`src/rtl/logic_gate_pkg.sv`:
```
// Shared definitions for the logic gate unit.
//   - 3-bit operation select encodings
//   - output buffer occupancy states
package logic_gate_pkg;

  localparam logic [2:0] OP_AND    = 3'd0;
  localparam logic [2:0] OP_OR     = 3'd1;
  localparam logic [2:0] OP_XOR    = 3'd2;
  localparam logic [2:0] OP_NAND   = 3'd3;
  localparam logic [2:0] OP_NOR    = 3'd4;
  localparam logic [2:0] OP_XNOR   = 3'd5;
  localparam logic [2:0] OP_RED_OR = 3'd6;
  localparam logic [2:0] OP_PASS_A = 3'd7;

  typedef enum logic [1:0] {
    ST_EMPTY = 2'd0,
    ST_ONE   = 2'd1,
    ST_FULL  = 2'd2
  } buf_state_e;

endpackage

```
`src/rtl/logic_op_core.sv`:
```
// Combinational bitwise operation core.
//   a, b : operands (WIDTH bits)
//   op   : operation select (logic_gate_pkg OP_* encodings)
//   y    : result (WIDTH bits); reduce-OR lands in y[0], upper bits zero
module logic_op_core
  import logic_gate_pkg::*;
#(
  parameter int WIDTH = 8
) (
  input  logic [WIDTH-1:0] a,
  input  logic [WIDTH-1:0] b,
  input  logic [2:0]       op,
  output logic [WIDTH-1:0] y
);

  always_comb begin
    y = '0;
    case (op)
      OP_AND:    y = a & b;
      OP_OR:     y = a | b;
      OP_XOR:    y = a ^ b;
      OP_NAND:   y = ~(a & b);
      OP_NOR:    y = ~(a | b);
      OP_XNOR:   y = ~(a ^ b);
      OP_RED_OR: y[0] = |a;
      OP_PASS_A: y = a;
      default:   y = '0;
    endcase
  end

endmodule

```
`src/rtl/logic_gate_unit.sv`:
```
// Logic gate unit: valid/ready wrapped bitwise ALU with a 2-entry output
// buffer and a saturating count of accepted operand sets.
//   clk, rst          : clock, synchronous active-high reset
//   in_valid/in_ready : input handshake for {a, b, op}
//   a, b, op          : operands and operation select
//   out_valid/out_ready : output handshake for y
//   y                 : head result, 0 when out_valid is 0
//   op_count          : accepted operand sets, saturating
module logic_gate_unit
  import logic_gate_pkg::*;
#(
  parameter int WIDTH = 8,
  parameter int CNT_W = 16
) (
  input  logic             clk,
  input  logic             rst,
  input  logic             in_valid,
  output logic             in_ready,
  input  logic [WIDTH-1:0] a,
  input  logic [WIDTH-1:0] b,
  input  logic [2:0]       op,
  output logic             out_valid,
  input  logic             out_ready,
  output logic [WIDTH-1:0] y,
  output logic [CNT_W-1:0] op_count
);

  localparam logic [CNT_W-1:0] CNT_MAX = {CNT_W{1'b1}};

  buf_state_e       r_state;
  logic [WIDTH-1:0] r_head;   // oldest result, drives y; kept 0 when empty
  logic [WIDTH-1:0] r_tail;   // second result, only meaningful in FULL
  logic             r_in_ready;
  logic             r_out_valid;
  logic [CNT_W-1:0] r_cnt;

  logic [WIDTH-1:0] w_res;
  logic             w_push;
  logic             w_pop;

  logic_op_core #(.WIDTH(WIDTH)) u_core (
    .a  (a),
    .b  (b),
    .op (op),
    .y  (w_res)
  );

  assign w_push = in_valid & r_in_ready;
  assign w_pop  = r_out_valid & out_ready;

  always_ff @(posedge clk) begin
    if (rst) begin
      r_state     <= ST_EMPTY;
      r_head      <= '0;
      r_tail      <= '0;
      r_in_ready  <= 1'b0;
      r_out_valid <= 1'b0;
      r_cnt       <= '0;
    end else begin
      if (w_push && (r_cnt != CNT_MAX))
        r_cnt <= r_cnt + CNT_W'(1);

      case (r_state)
        ST_EMPTY: begin
          // in_ready is 0 straight out of reset; EMPTY always re-arms it.
          r_in_ready <= 1'b1;
          if (w_push) begin
            r_head      <= w_res;
            r_out_valid <= 1'b1;
            r_state     <= ST_ONE;
          end
        end
        ST_ONE: begin
          case ({w_push, w_pop})
            2'b10: begin
              r_tail     <= w_res;
              r_in_ready <= 1'b0;
              r_state    <= ST_FULL;
            end
            2'b01: begin
              r_head      <= '0;
              r_out_valid <= 1'b0;
              r_state     <= ST_EMPTY;
            end
            2'b11: r_head <= w_res;  // old head leaves, new one replaces it
            default: ;
          endcase
        end
        ST_FULL: begin
          // in_ready is 0 here, so only a pop can happen.
          if (w_pop) begin
            r_head     <= r_tail;
            r_tail     <= '0;
            r_in_ready <= 1'b1;
            r_state    <= ST_ONE;
          end
        end
        default: begin
          r_state     <= ST_EMPTY;
          r_head      <= '0;
          r_tail      <= '0;
          r_in_ready  <= 1'b0;
          r_out_valid <= 1'b0;
        end
      endcase
    end
  end

  assign in_ready  = r_in_ready;
  assign out_valid = r_out_valid;
  assign y         = r_head;
  assign op_count  = r_cnt;

endmodule

```
`config.mk`:
```
export PLATFORM = sky130hd
export DESIGN_NAME = logic_gate_unit
export DESIGN_NICKNAME = d
export VERILOG_FILES = /design/src/rtl/logic_gate_pkg.sv /design/src/rtl/logic_op_core.sv /design/src/rtl/logic_gate_unit.sv
export SDC_FILE = /design/constraint.sdc
export NUM_CORES = 1
export LEC_CHECK = 0
export CAP_MARGIN = 20
export CORE_UTILIZATION = 35
export CTS_CLUSTER_DIAMETER = 200
export DETAILED_ROUTE_END_ITERATION = 7
export PLACE_DENSITY = 0.54
export SLEW_MARGIN = 10
export SYNTH_ARGS = -nofsm -noshare
export SYNTH_HDL_FRONTEND = slang
export SYNTH_SLANG_ARGS = --single-unit
```
`constraint.sdc`:
```
create_clock -name clk -period 3.17 [get_ports clk]
set_input_delay 0.634 -clock clk [delete_from_list [all_inputs] [get_ports clk]]
set_output_delay 0.634 -clock clk [all_outputs]
set_load 0.05 [all_outputs]
```
==> impl_metrics.json <==
{
  "relSlewSlack": 0.621,
  "core_um2": 6790,
  "antenna_found_initial": 0,
  "antenna_cells": 0,
  "synth_cell_type_count": 57,
  "synth-seq-cells": 36,
  "drive_gt1_frac": 0.0785,
  "crit_type": "in -> reg",
  "synth_flop_cell": "dfxtp_1",
  "place_hpwl_um": 4070,
  "syn_to_final_growth_pct": 27.1,
  "pre_cts_slack_ns": 0.389,
  "drc": 0,
  "ios": 49,
  "finalSetupViolations": 0,
  "grt_pass1_vias": 1980,
  "skew_ns": 0.00382,
  "power_density_nw_per_um2": 384,
  "p_leak_nw": 1.24,
  "cap_viol_max_count": 0,
  "fmax_ghz": 0.409,
  "slew_violations": 0,
  "gp_congestion": 0.782,
  "drt-vias-per-instance": 5.15,
  "ant_nets": 0,
  "worstPathArrival_ns": 2.61,
  "cts_resized": 0,
  "syn_inst": 301,
  "fin_ws_ns": 0.723,
  "gr-total-overflow": 0,
  "h-tree-depth": 2,
  "cts_hold_buf": 0,
  "slowest_stage": "clkdlybuf4s50_1",
  "vias": 2265,
  "finalHoldViolCount": 0,
  "tightestPinTransition_ns": 0.567,
  "final_nets": 383,
  "rsz0062_at_grt": "no",
  "critPathCaptureType": "flop",
  "dieArea_um2": 7330,
  "yosysTopAreaCell": "dfxtp_1",
  "grt_start_max_net_pins": 34,
  "wirelength_um": 5600,
  "critPathMaxFanout": 4,
  "synth_nets": 341,
  "drtIter0Drc": 112,
  "synth_area_per_cell_um2": 8.13,
  "portBuffers": 48,
  "status": "finished, final reports clean",
  "clock-sinks": 36,
  "power_mw": 1.20,
  "grt_pass1_wl_um": 9320,
  "fill_cells": 703,
  "startpoint_type": "input pin",
  "yosysTopAreaCellShare": 0.294,
  "yosysWarnings": 0,
  "cts_buffers": 5,
  "synth_common_cells": "43 x nor2_1, 36 x dfxtp_1, 22 x inv_1, 17 x ha_1, 16 x nand2_1",
  "cts_setup_buffers": 0,
  "start_util": 0.360,
  "peakVddDrop_mv": 0.197,
  "fin_crit_sh": 0.772,
  "setup_tns_ns": 0,
  "cp_data_required_time_ns": 3.34,
  "hp-class": "reg -> reg",
  "synthTopCellsByArea": "dfxtp_1 29%, ha_1 8.7%, nor2_1 6.6%",
  "clkLatencyLatePin_ns": 0.29,
  "clockRootBuffer": "clkbuf_8",
  "synthArstFlopShare": 0,
  "cts_tree": "done",
  "fp-row-count": 30,
  "die-width_um": 85.6,
  "synth.most_common_cell": "nor2_1",
  "drt_first_pass_iters": 4,
  "die_y_um": 85.6,
  "clk_pin_slew_ns": 0.08,
  "routedWlPerCell_um": 12.7,
  "cts_buffer_depth": 2,
  "period_needed_ns": 2.45,
  "grt_usage": 0.156,
  "worst-path-buf-inv": 2,
  "slowest_delay_ns": 0.53,
  "syn_area_um2": 2450,
  "synth_edf_count": 0,
  "synth-seq-area-share": 0.294,
  "path_cells": "clkdlybuf4s50_1 -> inv_1 -> ha_1 -> mux2_4 -> mux4_2 -> a222oi_1 -> nor2_1",
  "crit_family": "multiplexers"
}
## registers in the layout, summed over array words and instances (netlist names)
| register | flops |
|---|---|
| op_count | 16 |
| r_tail | 8 |
| y | 8 |
| r_state | 2 |
| in_ready | 1 |
| out_valid | 1 |
## per-stage QoR
step	area (µm²)	hold slack [ns]	cells	utilization
CTS	3110	0.511	440	0.458
global placement	3000	0.476	432	0.442
detailed placement	3000	0.485	432	0.442
floorplan	2450	0.468	301	-
global route	3110	0.547	440	0.458
finish	3110	0.511	440	0.458
## final timing paths
| path | cells past startpoint | slack (ns) | endpoint | startpoint |
|---|---|---|---|---|
| worst min-delay path | 2 | 0.51 | y[1]$_SDFFE_PP0P_ | r_tail[1]$_SDFFE_PP0P_ |
| worst max-delay path | 7 | 0.72 | y[5]$_SDFFE_PP0P_ | a[5] |
| worst min register to register | 2 | 0.51 | y[1]$_SDFFE_PP0P_ | r_tail[1]$_SDFFE_PP0P_ |
| worst max register to register | 7 | 1.23 | y[4]$_SDFFE_PP0P_ | r_state[1]$_SDFFE_PP0P_ |
## kinds of logic (layout without fill, tap and decap cells)
kind of cell	Yosys count	count (layout)	synth area share
multiplexers	14	14	0.0654
AND/OR/NAND/NOR	100	100	0.196
XOR/XNOR	14	14	0.0501
adder cells (fa/ha/maj)	17	17	0.0869
flip-flops	36	36	0.294
AO/OA/AOI/OAI	77	77	0.230
buffers and inverters	43	86	0.0777
## final cells by class
type	count	area, µm²	share of cell area
clock buffers	5	68.8	0.0221
clock inverters	3	42.5	0.0137
inverters	22	82.6	0.0265
multi-input cells	222	1540	0.494
flip-flops and latches	36	721	0.232
well taps	96	120	0.0386
repair buffers	56	541	0.174
## power breakdown
group / internal, mW / total, mW / leakage, nW / switching [mW]
registers: 0.468 / 0.485 / 0.292 / 0.0173
logic: 0.128 / 0.300 / 0.893 / 0.172
clock network: 0.233 / 0.411 / 0.0541 / 0.178
## metal layers
layer / global-route usage / part of all wire
met4: 0.0318 / 0.0068
met1: 0.218 / 0.50
met5: 0 / 0
met2: 0.247 / 0.45
met3: 0.0366 / 0.037
## placed cells by master, fill, tap and decap left out, types with 3 or more instances in the layout
cell	Yosys	final
a32o_1	3	3
buf_4	1	8
mux2i_1	10	10
xnor2_1	4	4
ha_1	17	17
nor2_1	43	43
nand2_1	16	16
and3_1	4	4
inv_1	22	22
clkdlybuf4s50_1	0	48
a211oi_1	6	6
dfxtp_1	36	36
and2_1	3	3
a22oi_1	11	11
o21ai_1	6	6
xor2_1	10	10
clkbuf_8	0	5
a222oi_1	6	6
nand3_1	15	15
o21ai_0	10	10
a21oi_1	15	15
## worst reg2reg max path, cell delays in order (launching register included)
cell and delay, ns:
dfxtp_1 0.68, nor2b_1 0.16, o21ai_1 0.19, o31ai_2 0.08, buf_4 0.19, a221oi_1 0.28, o41ai_1 0.11, a31oi_1 0.16
(Power assumes the default switching activity.)
==> patch 1: new RTL, same flow settings <==
Put one more register stage on the output `op_count`, cleared by the reset. The value now appears one clock later. The other outputs are not delayed to match.
--- a/src/rtl/logic_gate_unit.sv
+++ b/src/rtl/logic_gate_unit.sv
@@ -109,7 +109,13 @@
   assign in_ready  = r_in_ready;
   assign out_valid = r_out_valid;
   assign y         = r_head;
-  assign op_count  = r_cnt;
+  always_ff @(posedge clk) begin
+    if (rst) begin
+      op_count <= '0;
+    end else begin
+      op_count <= r_cnt;
+    end
+  end
 
 endmodule
 
Formal check against the unedited RTL: not equivalent (a bounded check fails within 4 cycles, from zero or initial values and one cycle with rst high).
==> patch 1 against the original RTL <==
  * Clock power barely moved
  * Wire length rose by 32%
  * Critical path depth fell by 2
  * Synthesized area rose by 27%
  * Core utilization fell by 0.81 points
  * Synthesized cell count rose by 18%
  * Total power rose by 18%
  * Cell area rose by 21%
  * Worst setup slack improved by 35 ps
  * Sequential cell count rose by 16
  * Critical path type unchanged
  * Critical endpoint is now y[3]
  * Largest cell class unchanged
==> patch 1: results (changes against the original RTL) <==
run_status:
  outcome: "completed"
critical_path:
  reg2reg_setup_slack_ps: 1030  # -200 ps
  cp_max_fo: 18  # +14
  startpoint: "op[2]"
  critPathMaxStageDelay_ps: 910  # +380 ps
  cpLargestDelayFamily: "compound AO/OA/AOI/OAI gates"
  cp_data_arrival_time_ps: 2620  # about the same
  regToRegEndpoint: "y[5]"
  rr_worst_depth: 3  # -4
global_route:
  use_met2_pct: 28.8  # +4.1 points
  grt_max_degree: 45  # +32%
  grt_pass1_vias: 2511  # +27%
  grt_pass1_wl_um: 12200  # +31%
  grt_usage_pct: 17.2  # +1.5 points
  use_met1_pct: 22.2  # +0.32 points
  grt_util_met3_pct: 3.63  # -0.024 points
drt:
  totalWireLength_um: 7410  # +32%
  dr_wl_met3_um: 306  # +46%
  drt-met1-wl_um: 3530  # +26%
  wl_met2_um: 3480  # +37%
  drt_iter0_markers: 81  # -28%
sta:
  tightestPinTransition_ps: 778  # +210 ps
  hold_slack_ps: 475  # -36.6 ps
  finClkSkew_ps: 9.92  # +6.09 ps
cts:
  clk_latency_ps: 310  # +20 ps
  cts-root-buf: "clkbuf_8"
  clk_path_buf_depth: 2  # unchanged
  clkTransAtPathRegs_ps: 110  # +30 ps
synthesis:
  synth_area_leaders: "dfxtp_1 (34%), ha_1 (6.9%), mux2_2 (5.1%)"
  yosysUniqueCellTypes: 55  # -3.5%
  synth_nets: 394  # +16%
  postSynthCellCount: 354  # +18%
  seq_area_frac_synth_pct: 33.6  # +4.2 points
  synth_common_cells: "dfxtp_1 (52), inv_1 (24), nor2_1 (24), nor2b_1 (19), ha_1 (17)"
placement:
  place_hpwl_um: 5460  # +34%
  place_inst: 492  # +14%
  gp_congestion: 0.815  # +4.2%
hold_path:
  min_to: "r_tail[7]"
  hold_path_depth: 1  # -1
  min-delay-start: "r_tail[7]"
power:
  power_leakage_uw: 0.00144  # +16%
  switching_share_pct: 31.7  # +0.98 points
  ir_drop_mv: 0.222  # +13%
cells_and_area:
  nNetsFinal: 434  # +13%
  fin_cells: 500  # +14%
  fillerInstances: 832  # +18%
  drive_gt1_share_pct: 11.1  # +3.3 points
## patch 1: changes by cell type after synthesis, sizes merged, moves of 6 or more
cell    before  now
nor2        43   24
nor2b        2   19
dfxtp       36   52
clkbuf       6   17
mux2         3   14
a22oi       11    1
xor2        10    0
nand3b       1   10
buf         15    7
nor3         3   11
a22o         0    7
a222oi       6    0
nand3       15    9
## patch 1: metrics by stage
step / area [um^2] / setup WS [ps]
6_report: 3770 / 757
5_1_grt: 3770 / 663
4_1_cts: 3770 / 758
3_5_place_dp: 3680 / 421
3_3_place_gp: 3680 / 444
2_1_floorplan: 3100 / 1070
## patch 1: area by class of cell
type / count / area share (%)
inverter: 24 / 2.39
multi-input combinational: 254 / 49.5
tap: 105 / 3.48
timing repair buffer: 57 / 14.5
sequential: 52 / 27.6
clock buffer: 5 / 1.82
clock inverter: 3 / 0.730
## patch 1: how the worst max path moves through the flow
| stage | endpoint | cells past startpoint |
|---|---|---|
| 2_1_floorplan | r_cnt[14] | 5 |
| 3_3_place_gp | y[0] | 5 |
| 3_5_place_dp | y[3] | 5 |
| 4_1_cts | y[3] | 5 |
| 5_1_grt | out_valid | 1 |
| 6_report | y[3] | 5 |
## patch 1: cell families (layout without fill, tap and decap cells)
family                   count (synthesis)  after routing  share of synthesized area (%)
multiplexers                            29             29                           11.1
buffers and inverters                   48             89                           6.22
flip-flops                              52             52                           33.6
AND/OR/NAND/NOR                        126            126                           23.0
AO/OA/AOI/OAI                           82             82                           19.2
adder cells (fa/ha/maj)                 17             17                           6.86
## patch 1: power groups by stage
stage / Combinational [uW] / Clock [uW] / Sequential (uW)
2_1_floorplan: 171 / 0 / 740
3_3_place_gp: 304 / 0 / 714
3_5_place_dp: 307 / 0 / 714
4_1_cts: 308 / 424 / 699
5_1_grt: 336 / 450 / 704
6_report: 306 / 410 / 699
==> patch 2: new RTL, config.mk and constraints unchanged <==
Made on the original files. Set the parameter `CNT_W` to 14 (it was 16).
--- a/src/rtl/logic_gate_unit.sv
+++ b/src/rtl/logic_gate_unit.sv
@@ -10,7 +10,7 @@
   import logic_gate_pkg::*;
 #(
   parameter int WIDTH = 8,
-  parameter int CNT_W = 16
+  parameter int CNT_W = 14
 ) (
   input  logic             clk,
   input  logic             rst,
Ports: changed (resized op_count); port bits go from 49 to 47. No check against the original RTL was run, so the function may have changed too.
==> patch 2 against the original RTL <==
  * Global-route usage is 1.1 points higher
  * Total power is 6.3% lower
  * Sequential power is 3% lower
  * Clock skew is 1.6 ps higher
  * Worst setup slack better by 21 ps
  * Sequential share of layout area is 1.4 points lower
  * Sequential cell count is 2 lower
  * Synthesized area is 4.2% higher
  * Wire length is 8.7% higher
  * Cell area is 0.72% higher
  * Critical path type unchanged
  * Largest cell class unchanged
  * Largest power group unchanged
==> patch 2: results (changes against the original RTL) <==
run_status:
  outcome: "completed"
power:
  power_leakage_uw: 0.00122  # -1.7%
  switching_power_uw: 361  # -1.6%
  ir_drop_mv: 0.173  # -12%
global_route:
  grt_usage_pct: 16.8  # +1.1 points
  grt_max_degree: 22  # -35%
  grt_pass1_vias: 2250  # +14%
  grt_pass1_wl_um: 10200  # +9.3%
placement:
  gp_congestion: 0.816  # +4.4%
  place_hpwl_um: 4720  # +16%
  io_buffers: 46  # -4.2%
synthesis:
  synth_common_cells: "nor2_1 (36), dfxtp_1 (34), a21oi_1 (22), nand2_1 (22), inv_1 (19)"
  synth_area_leaders: "dfxtp_1 (27%), ha_1 (8.3%), nor2_1 (5.3%)"
  synth_nets: 346  # +1.5%
  seq_area_frac_synth_pct: 26.7  # -2.8 points
  yosysUniqueCellTypes: 58  # +1.8%
drt:
  wl_met2_um: 2870  # +13%
  drt-met1-wl_um: 2940  # +4.5%
  drt_iter0_markers: 82  # -27%
  viasPerCell: 5.20  # +1.1%
  dr_wl_met3_um: 235  # +12%
critical_path:
  cp_max_fo: 18  # +14
  cp_data_arrival_time_ps: 2600  # about the same
  regToRegEndpoint: "y[1]"
  cpLargestDelayFamily: "buffers and inverters"
  startpoint: "op[1]"
  rr_worst_depth: 5  # -2
  critPathMaxStageDelay_ps: 860  # +330 ps
hold_path:
  min-delay-start: "r_tail[6]"
  hold_path_depth: 1  # -1
  min_to: "r_tail[6]"
sta:
  tightestPinTransition_ps: 707  # +139 ps
cells_and_area:
  fillerInstances: 713  # +1.4%
  drive_gt1_share_pct: 10.4  # +2.6 points
  largest_reg_flops: 14  # -2
patch 2: cell count changes after synthesis, sizes merged, moves of 5 or more:
cell    delta
a21oi      +7
nor2b      +5
a222oi     -6
nand2      +7
a22o      +11
nand4      +7
a22oi      -7
mux2i      -7
nor2       -6
patch 2: final cells by class:
| cell class | instances | area (um^2) | area share [%] |
|---|---|---|---|
| sequential | 34 | 681 | 21.7 |
| clock buffer | 7 | 86.3 | 2.75 |
| multi-input combinational | 233 | 1670 | 53.3 |
| tap | 96 | 120 | 3.83 |
| inverter | 20 | 75.1 | 2.39 |
| timing repair buffer | 51 | 498 | 15.9 |
| clock inverter | 1 | 5.00 | 0.160 |
patch 2: per-layer routing:
metal / track usage, % / vias to the layer above
met5: 0 / -
met4: 4.17 / 0
met3: 3.03 / 6
met2: 29.3 / 61
met1: 21.2 / 1063
li1: - / 1170
patch 2: logic make-up (layout without fill, tap and decap cells):
group / count (synthesis) / count (layout) / share of synthesized area, %
compound gates: 74 / 74 / 19.5
xor+xnor: 13 / 13 / 4.46
fa+ha+maj: 17 / 17 / 8.34
buf+inv: 39 / 79 / 7.85
flops: 34 / 34 / 26.7
mux: 13 / 13 / 7.95
simple gates: 116 / 116 / 25.2
patch 2: worst max path at each step:
stage                      to  slack [ps]  cells past startpoint
finish                   y[0]         740                      7
global route             y[0]         550                      7
global placement         y[0]         480                      7
detailed placement       y[0]         440                      7
CTS                      y[0]         730                      7
floorplan           r_tail[7]        1210                      5
patch 2: metrics by stage:
stage | power, uW | cells | hold slack, ps | setup slack, ps | cell area (um^2)
after CTS | 1130 | 442 | 475 | 734 | 3140
final | 1120 | 442 | 473 | 744 | 3140
after global placement | 803 | 434 | 455 | 483 | 3040
after detailed placement | 804 | 434 | 457 | 439 | 3040
after global routing | 1180 | 442 | 494 | 549 | 3140
after floorplan | 705 | 306 | 437 | 1210 | 2550
patch 2: power by group through the flow:
stage                     logic (uW)  registers, uW  clock network, uW
after floorplan                  181            524                  0
after detailed placement         322            481                  0
after CTS                        324            472                338
after global placement           322            482                  0
after global routing             354            475                353
final                            323            472                327
